==> src/rtl/datapath_pkg.sv <==
// Shared types for the multi-cycle datapath: ALU operation codes and the
// memory-handshake FSM states.
package datapath_pkg;

    typedef enum logic [3:0] {
        ALU_ADD   = 4'd0,
        ALU_SUB   = 4'd1,
        ALU_AND   = 4'd2,
        ALU_OR    = 4'd3,
        ALU_XOR   = 4'd4,
        ALU_SLL   = 4'd5,
        ALU_SRL   = 4'd6,
        ALU_SRA   = 4'd7,
        ALU_SLT   = 4'd8,
        ALU_SLTU  = 4'd9,
        ALU_PASSB = 4'd10
    } alu_op_t;

    typedef enum logic {
        IDLE = 1'b0,
        MEM  = 1'b1
    } dp_state_t;

endpackage

==> src/rtl/alu_core.sv <==
// Combinational ALU with compare flags. The flags always come from a-b,
// whatever operation is selected, so branches can use them directly.
module alu_core
    import datapath_pkg::*;
#(
    parameter int NBITS      = 32,
    parameter int WIDTH_ALUF = 4
) (
    input  logic [NBITS-1:0]      a,
    input  logic [NBITS-1:0]      b,
    input  logic [WIDTH_ALUF-1:0] alucontrol,
    output logic [NBITS-1:0]      result,
    output logic                  zero,
    output logic                  neg,
    output logic                  carry
);

    localparam int SHW = $clog2(NBITS);

    logic [NBITS:0]   diffExt;
    logic [NBITS-1:0] diff;
    logic             overflow;
    logic [SHW-1:0]   shamt;
    logic [31:0]      opExt;

    // Subtraction as a + ~b + 1 so the carry-out means a >= b unsigned.
    assign diffExt  = {1'b0, a} + {1'b0, ~b} + {{NBITS{1'b0}}, 1'b1};
    assign diff     = diffExt[NBITS-1:0];
    assign carry    = diffExt[NBITS];
    assign zero     = (diff == '0);
    assign overflow = (a[NBITS-1] ^ b[NBITS-1]) & (diff[NBITS-1] ^ a[NBITS-1]);
    assign neg      = diff[NBITS-1] ^ overflow;
    assign shamt    = b[SHW-1:0];
    assign opExt    = 32'(alucontrol);

    always_comb begin
        result = a + b;
        case (opExt)
            32'(ALU_SUB):   result = diff;
            32'(ALU_AND):   result = a & b;
            32'(ALU_OR):    result = a | b;
            32'(ALU_XOR):   result = a ^ b;
            32'(ALU_SLL):   result = a << shamt;
            32'(ALU_SRL):   result = a >> shamt;
            32'(ALU_SRA):   result = $unsigned($signed(a) >>> shamt);
            32'(ALU_SLT):   result = {{(NBITS-1){1'b0}}, neg};
            32'(ALU_SLTU):  result = {{(NBITS-1){1'b0}}, ~carry};
            32'(ALU_PASSB): result = b;
            default:        result = a + b;
        endcase
    end

endmodule

==> src/rtl/datapath_mc.sv <==
// Multi-cycle datapath: register file, ALU and a req/ack data-memory port.
// ALU ops complete in one cycle; loads/stores wait in MEM until mem_ack.
module datapath_mc
    import datapath_pkg::*;
#(
    parameter int NBITS      = 32,
    parameter int NREGS      = 32,
    parameter int WIDTH_ALUF = 4
) (
    input  logic                     clock,
    input  logic                     reset,
    input  logic                     valid,
    input  logic [$clog2(NREGS)-1:0] RS1,
    input  logic [$clog2(NREGS)-1:0] RS2,
    input  logic [$clog2(NREGS)-1:0] RD,
    input  logic [NBITS-1:0]         IMM,
    input  logic [WIDTH_ALUF-1:0]    ALUControl,
    input  logic                     ALUSrc,
    input  logic                     MemRead,
    input  logic                     MemWrite,
    input  logic                     MemtoReg,
    input  logic                     RegWrite,
    input  logic                     link,
    input  logic [NBITS-1:0]         pclink,
    output logic                     busy,
    output logic                     done,
    output logic                     Zero,
    output logic                     Neg,
    output logic                     Carry,
    output logic [NBITS-1:0]         PCReg,
    output logic [NBITS-3:0]         Address,
    output logic [NBITS-1:0]         WriteData,
    input  logic [NBITS-1:0]         ReadData,
    output logic                     mem_req,
    output logic                     mem_we,
    input  logic                     mem_ack
);

    localparam int RW = $clog2(NREGS);

    logic [NBITS-1:0] regFile [NREGS];
    logic [NBITS-1:0] srcA;
    logic [NBITS-1:0] srcB;
    logic [NBITS-1:0] rdata2;
    logic [NBITS-1:0] aluResult;

    dp_state_t        state;
    dp_state_t        nextState;
    logic [RW-1:0]    rdQ;
    logic             weQ;
    logic             regWriteQ;

    logic             regWe;
    logic [RW-1:0]    wAddr;
    logic [NBITS-1:0] wData;
    logic             doneNext;
    logic             latchMem;

    // Register 0 is never written, so it reads its reset value of zero.
    assign srcA   = regFile[RS1];
    assign rdata2 = regFile[RS2];
    assign srcB   = ALUSrc ? IMM : rdata2;
    assign PCReg  = srcA;

    alu_core #(
        .NBITS      (NBITS),
        .WIDTH_ALUF (WIDTH_ALUF)
    ) u_alu (
        .a          (srcA),
        .b          (srcB),
        .alucontrol (ALUControl),
        .result     (aluResult),
        .zero       (Zero),
        .neg        (Neg),
        .carry      (Carry)
    );

    always_ff @(posedge clock or posedge reset) begin
        if (reset) begin
            state <= IDLE;
        end else begin
            state <= nextState;
        end
    end

    always_comb begin
        nextState = state;
        regWe     = 1'b0;
        wAddr     = RD;
        wData     = aluResult;
        doneNext  = 1'b0;
        latchMem  = 1'b0;
        busy      = 1'b0;
        mem_req   = 1'b0;
        mem_we    = 1'b0;
        case (state)
            IDLE: begin
                if (valid) begin
                    if (MemRead || MemWrite) begin
                        latchMem  = 1'b1;
                        nextState = MEM;
                    end else begin
                        regWe    = RegWrite;
                        wData    = link ? pclink : (MemtoReg ? ReadData : aluResult);
                        doneNext = 1'b1;
                    end
                end
            end
            MEM: begin
                busy    = 1'b1;
                mem_req = 1'b1;
                mem_we  = weQ;
                // A request with both MemRead and MemWrite is a store: no write-back.
                if (mem_ack) begin
                    regWe     = regWriteQ & ~weQ;
                    wAddr     = rdQ;
                    wData     = ReadData;
                    doneNext  = 1'b1;
                    nextState = IDLE;
                end
            end
            default: nextState = IDLE;
        endcase
    end

    always_ff @(posedge clock or posedge reset) begin
        if (reset) begin
            for (int i = 0; i < NREGS; i++) begin
                regFile[i] <= '0;
            end
            done      <= 1'b0;
            Address   <= '0;
            WriteData <= '0;
            rdQ       <= '0;
            weQ       <= 1'b0;
            regWriteQ <= 1'b0;
        end else begin
            done <= doneNext;
            if (regWe && (wAddr != '0)) begin
                regFile[wAddr] <= wData;
            end
            if (latchMem) begin
                Address   <= aluResult[NBITS-1:2];
                WriteData <= rdata2;
                rdQ       <= RD;
                weQ       <= MemWrite;
                regWriteQ <= RegWrite;
            end
        end
    end

endmodule

==> config.mk <==
export PLATFORM = sky130hd
export DESIGN_NAME = datapath_mc
export DESIGN_NICKNAME = d
export VERILOG_FILES = /design/src/rtl/datapath_pkg.sv /design/src/rtl/alu_core.sv /design/src/rtl/datapath_mc.sv
export SDC_FILE = /design/constraint.sdc
export NUM_CORES = 2
export LEC_CHECK = 0
export ABC_AREA = 1
export BUFFER_PORTS_ARGS = -buffer_cell sky130_fd_sc_hd__buf_2
export CAP_MARGIN = 10
export CELL_PAD_IN_SITES_DETAIL_PLACEMENT = 1
export CELL_PAD_IN_SITES_GLOBAL_PLACEMENT = 1
export CORE_UTILIZATION = 25
export CTS_BUF_LIST = sky130_fd_sc_hd__clkbuf_16
export DETAILED_ROUTE_END_ITERATION = 10
export PLACE_DENSITY_LB_ADDON = 0.15
export RECOVER_POWER = 25
export SLEW_MARGIN = 30
export SYNTH_ARGS = -nofsm -noshare
export SYNTH_HDL_FRONTEND = slang
export SYNTH_SLANG_ARGS = --single-unit
==> constraint.sdc <==
create_clock -name clock -period 46.2 [get_ports clock]
set_input_delay 2.31 -clock clock [delete_from_list [all_inputs] [get_ports clock]]
set_output_delay 2.31 -clock clock [all_outputs]
set_load 0.01 [all_outputs]
Yosys cells after proc, flatten, opt, wreduce, memory -nomap -nowiden:

Index checks and enable logic that the tools add are counted.

* bitwise operators: 15
* add/subtract/negate cells: 3
* equality and inequality tests: 10
* $lt $le $gt $ge: 4
* shift operators: 3
* mux-type cells: 34
* reduce and logical (&&, ||, !) cells: 5

Operator list (number)
* $bwmux W1024: 1
* $mux W32: 11
* $bmux W32 S5: 2
* $pmux W32 S10: 1
* $demux W32 S5: 1
* $pmux W32 S2: 1
* $add A32 B32 Y33: 1
* $add A33 B1 Y33 const B: 1
* $add A32 B32 Y32: 1
* $and A32 B32 Y32: 1
* $logic_not A32 Y1: 1
* $not A32 Y32: 1
* $or A32 B32 Y32: 1
* $shl A32 B5 Y32: 1
* $shr A32 B5 Y32: 1
* $sshr A32 B5 Y32: 1
* $xor A32 B32 Y32: 1
* $ge A6 B6 Y1 const B: 3
* $not A5 Y6: 3
* $eq A4 B3 Y1 const B: 4
* $eq A4 B4 Y1 const B: 3
* $mux W1: 12
* $mux W5: 2
* $eq A4 B2 Y1 const B: 2
* 9 further kinds: 17

* flip-flop bits (word level): 1095
* output and inout bits: 101
* logic and storage cells: 113
* input bits: 125

Depth between registers and ports, before layout:

* depth in word-level cells: 18
* depth in mapped cells: 40
* gate-level depth less buffers: 34

Cells and area by module:

From an unflattened synthesis, not the netlist that was laid out.

* cell total of the unflattened synthesis: 11590
* area, all modules: 73371.6 um^2

Modules (own cells, without submodules)
* datapath_mc: area each 63338.2 um^2, cells each 9695, sequential area each 27401.3 um^2, times used 1
* alu_core: area each 10033.4 um^2, cells each 1895, sequential area each 0.0 um^2, times used 1

Worst setup path before layout:

Ideal clock, no wire load.

* path type: input-to-output
* start point: input RS2[0]
* end point: output Zero
* arrival time: 7566 ps
* required time: 43890 ps
* stages on the path: 38
* slack: 36324 ps
* path through: buf_6 -> inv_2 -> buf_6 -> buf_6 -> buf_6 -> buf_6 -> buf_2 -> buf_2 -> a21oi_1 -> o21ai_0 -> nand3_1 -> a32o_1 -> o21ai_2 -> inv_1 -> ha_1 -> clkbuf_1 -> nand2_1 -> o21ai_0 -> (+2 left out) -> nand2_1 -> nand3_1 -> nand2_1 -> o211ai_1 -> a21oi_1 -> o41ai_1 -> fa_1 -> inv_1 -> nand4_1 -> nor4_1 -> nand4_1 -> nor2_1 -> nand4_1 -> nor4_1 -> nand2_1 -> nor3_1 -> nand4_1 -> nor2_1

* word-level cells in the longest chain between the ends: 9

RTL lines
* start, declared: RTL line datapath_mc.sv:14 `input logic [$clog2(NREGS)-1:0] RS2,`
* $not A5 Y6 (not written as such): RTL line datapath_mc.sv:61 `assign rdata2 = regFile[RS2];`
* $bmux W32 S5: RTL line datapath_mc.sv:61
* $mux W32 (not written as such) (2 in series): RTL line datapath_mc.sv:61
* $mux W32: RTL line datapath_mc.sv:62 `assign srcB = ALUSrc ? IMM : rdata2;`
* $not A32 Y32: RTL line alu_core.sv:27 `assign diffExt = {1'b0, a} + {1'b0, ~b} + {{NBITS{1'b0}}, 1'b1};`
* $add A32 B32 Y33: RTL line alu_core.sv:27
* $add A33 B1 Y33: RTL line alu_core.sv:27
* $logic_not A32 Y1: RTL line alu_core.sv:30 `assign zero = (diff == '0);`
* end, declared: RTL line datapath_mc.sv:27 `output logic Zero,`

Every way passes these cells. The select of a mux whose other input is x is not followed.

==> impl_metrics.json <==
{
  "first_pass_iters": 6,
  "ys_warn_count": 0,
  "initial_core_util_pct": 25.1,
  "p_per_area_nw_per_um2": 40.2,
  "worst_ep_required_time_ns": 46.22,
  "synth_top_family_by_area": "simple AND/OR/NAND/NOR gates",
  "fill_cells": 37594,
  "fin_nets": 11678,
  "htreeDepth": 4,
  "io_buffers": 225,
  "crit_arrival_ns": 14.39,
  "drc_errors": 0,
  "routed-via-count": 81028,
  "regArea_um2": 27400,
  "placed_area_um2": 78400,
  "final_cell_area_um2": 82900,
  "ys_seq_area_share_pct": 36.7,
  "path_clk_slew_ns": 0.05,
  "synth_cell_type_count": 58,
  "drt-total-wl_um": 438000,
  "clockRootBuffer": "clkbuf_16",
  "area_growth_pct": 11.1,
  "grt_pass1_wl_um": 626000,
  "vias_per_cell": 5.23,
  "syn_area_um2": 74600,
  "rsz0062_at_grt": "false",
  "synth_compound_area_share_pct": 12.6,
  "drive_above_1_share_pct": 7.08,
  "dp_hpwl_um": 280000,
  "violations": "max-capacitance violations, max-slew violations",
  "setup_violations": 0,
  "critical-path-slowest-cell": "clkbuf_1",
  "synth-simple-area-share_pct": 37.8,
  "avgSynthCellArea_um2": 6.36,
  "synthAdderAreaFrac_pct": 1.71,
  "path_cells": "buf_2 -> clkinvlp_2 -> clkbuf_1 -> clkbuf_1",
  "drt_iter0_drc": 7695,
  "finalClockSkew_ns": 0.0596,
  "place.gp.congestion": 0.946,
  "synthFlopType": "dfrtp_1",
  "grt_max_degree": 181,
  "clock_path_buffers": 4,
  "finalHoldViolations": 0,
  "postCtsSetupBuffers": 0,
  "row_count": 200,
  "ant_nets": 0,
  "multi_input_area_um2": 39600,
  "grt_pass1_vias": 83049,
  "dieWidth_um": 548,
  "max_freq_mhz": 69.6,
  "ios": 226,
  "synth.area.mux_share_pct": 0,
  "period_minus_slack_ns": 14.37,
  "cts_made_buffers": 155,
  "clk_latency_ns": 0.85,
  "hold_path_class": "reg2reg",
  "synthArstFlopShare_pct": 100,
  "core_area_um2": 297000,
  "end_kind": "async pin",
  "max_cap_viol_count": 8,
  "synth_xor_area_share_pct": 0.564,
  "worst_slew_pin_slew_ns": 8.27,
  "p_leak_nw": 42.4,
  "critical_path.max_fanout": 131,
  "slew_headroom_pct": -451,
  "ir_worst_vdd_mv": 0.0246,
  "cts_tree": "built",
  "synth_edf_count": 0,
  "track_usage_pct": 28.6,
  "crit_path_frequent_cell": "clkbuf_1",
  "synthesis.nets": 11961,
  "max_stage_delay_ns": 5.99,
  "cts_hold_buf": 0,
  "cts_num_sinks": 1095,
  "syn_inst": 11736,
  "antenna_found_initial": 26,
  "fin_setup_tns_ns": 0,
  "outcome": "finished with violations",
  "start_kind": "primary input",
  "grt_overflow": 0,
  "die_h_um": 548,
  "cts_resized": 0,
  "die_area_um2": 301000,
  "crit_type": "in2async",
  "synth-seq-cells": 1095,
  "routedWlPerCell_um": 28.2,
  "fin_crit_sh_pct": 31.1,
  "drv_slew": 627
}
==> cells by family (layout without fill, tap and decap cells) <==
group / Yosys count / in the layout
AO/OA/AOI/OAI: 1733 / 1733
XOR/XNOR: 48 / 48
adder cells (fa/ha/maj): 100 / 100
buffers and inverters: 1765 / 1586
flip-flops: 1095 / 1095
other: 0 / 9
AND/OR/NAND/NOR: 6995 / 6995
==> final timing paths <==
check,from,to,slack (ns),depth (start not counted)
worst min-delay path,regFile[1008]$_DFFE_PP0P_,regFile[1008]$_DFFE_PP0P_,0.39,0
worst max register to register,regFile[68]$_DFFE_PP0P_,regFile[831]$_DFFE_PP0P_,38.24,32
worst max-delay path,reset,regFile[40]$_DFFE_PP0P_,31.83,4
max in group clock,RS2[0],Zero,32.74,37
worst min register to register,regFile[1008]$_DFFE_PP0P_,regFile[1008]$_DFFE_PP0P_,0.39,0
min in group asynchronous,reset,regFile[649]$_DFFE_PP0P_,2.92,2
==> report_power, final <==
group          total [mW]  switching [mW]  internal [mW]
sequential           1.18          0.0976           1.08
combinational       0.998           0.751          0.246
clock                1.15           0.498          0.656
total                3.33            1.35           1.98
==> worst max-delay path: cells and delay by family <==
kind	cells	cell delay [ns]
buffers and inverters	4	11.79
==> layout by cell type (no fill, tap or decap), types with 32 or more instances in the layout <==
master / Yosys / final
nand2_1: 5275 / 5272
o21ai_1: 168 / 173
or2_2: 99 / 99
clkbuf_16: 0 / 157
buf_2: 249 / 160
nand3_1: 1121 / 1115
clkbuf_1: 407 / 64
nand4_1: 32 / 32
clkinv_1: 4 / 37
inv_1: 848 / 865
o21ai_0: 759 / 754
dfrtp_1: 1095 / 1095
xor2_1: 47 / 47
nor2_1: 390 / 372
ha_1: 97 / 97
buf_4: 121 / 203
a21oi_1: 547 / 547
o221ai_1: 50 / 50
o211ai_1: 84 / 84
==> state kept, by name, summed over array words and instances, names as in the netlist <==
name,flops
done,1
regFile,1024
regWriteQ,1
Address,30
weQ,1
rdQ,5
state,1
WriteData,32
==> stage by stage <==
stage | util (%) | std cells | worst slack, ns | power (mW) | hold WS [ns]
2_1_floorplan | - | 11736 | 13.06 | 1.75 | 0.443
5_1_grt | 27.9 | 15499 | 29.71 | 3.48 | 0.404
3_3_place_gp | 26.4 | 15233 | 32.77 | 2.17 | 0.378
4_1_cts | 27.9 | 15495 | 32.58 | 3.35 | 0.396
6_report | 27.9 | 15505 | 31.83 | 3.33 | 0.394
3_5_place_dp | 26.4 | 15234 | 32.59 | 2.18 | 0.383
==> cell usage after synthesis (3+ instances only) <==
cell      number  area, um^2
nand2_1     5275       19800
nand3_1     1121        5610
dfrtp_1     1095       27400
inv_1        848        3180
o21ai_0      759        3800
a21oi_1      547        2740
clkbuf_1     407        1530
nor2_1       390        1460
buf_2        249        1250
o21ai_1      168         841
buf_4        121         908
or2_2         99         619
ha_1          97        1210
o211ai_1      84         631
buf_6         64         721
buf_1         50         188
o221ai_1      50         438
xor2_1        47         412
nand4_1       32         200
nor3_1        25         125
o21ai_2       22         193
o22ai_1       20         125
inv_2         19        71.3
a31oi_1       16         100
nand2_2       13        81.3
a22oi_1       12        90.1
a221oi_1      11        96.3
nor4_1        10        62.6
nand3_2        9        90.1
or2_1          8        50.1
a21boi_1       7        52.6
nor2_2         6        37.5
o21bai_1       6        45.0
a211oi_1       5        37.5
clkinv_1       4        15.0
a21boi_0       3        22.5
a32o_1         3        30.0
fa_1           3        60.1
o41ai_1        3        26.3
==> routing by layer <==
metal | vias up | track usage [%] | part of all wire [%]
li1 | 36520 | - | -
met1 | 41381 | 39.8 | 46
met5 | - | 0 | 0.0085
met2 | 2535 | 45.3 | 45
met3 | 586 | 4.30 | 6.2
met4 | 6 | 8.99 | 3.4
==> layout make-up <==
class	count	area share (%)
multi-input combinational	8876	47.8
sequential	1095	33.1
tap	3939	5.95
clock buffer	157	4.74
inverter	872	4.01
timing repair buffer	453	3.64
clock inverter	104	0.809
antenna	9	0.0272
(Power assumes the default switching activity.)
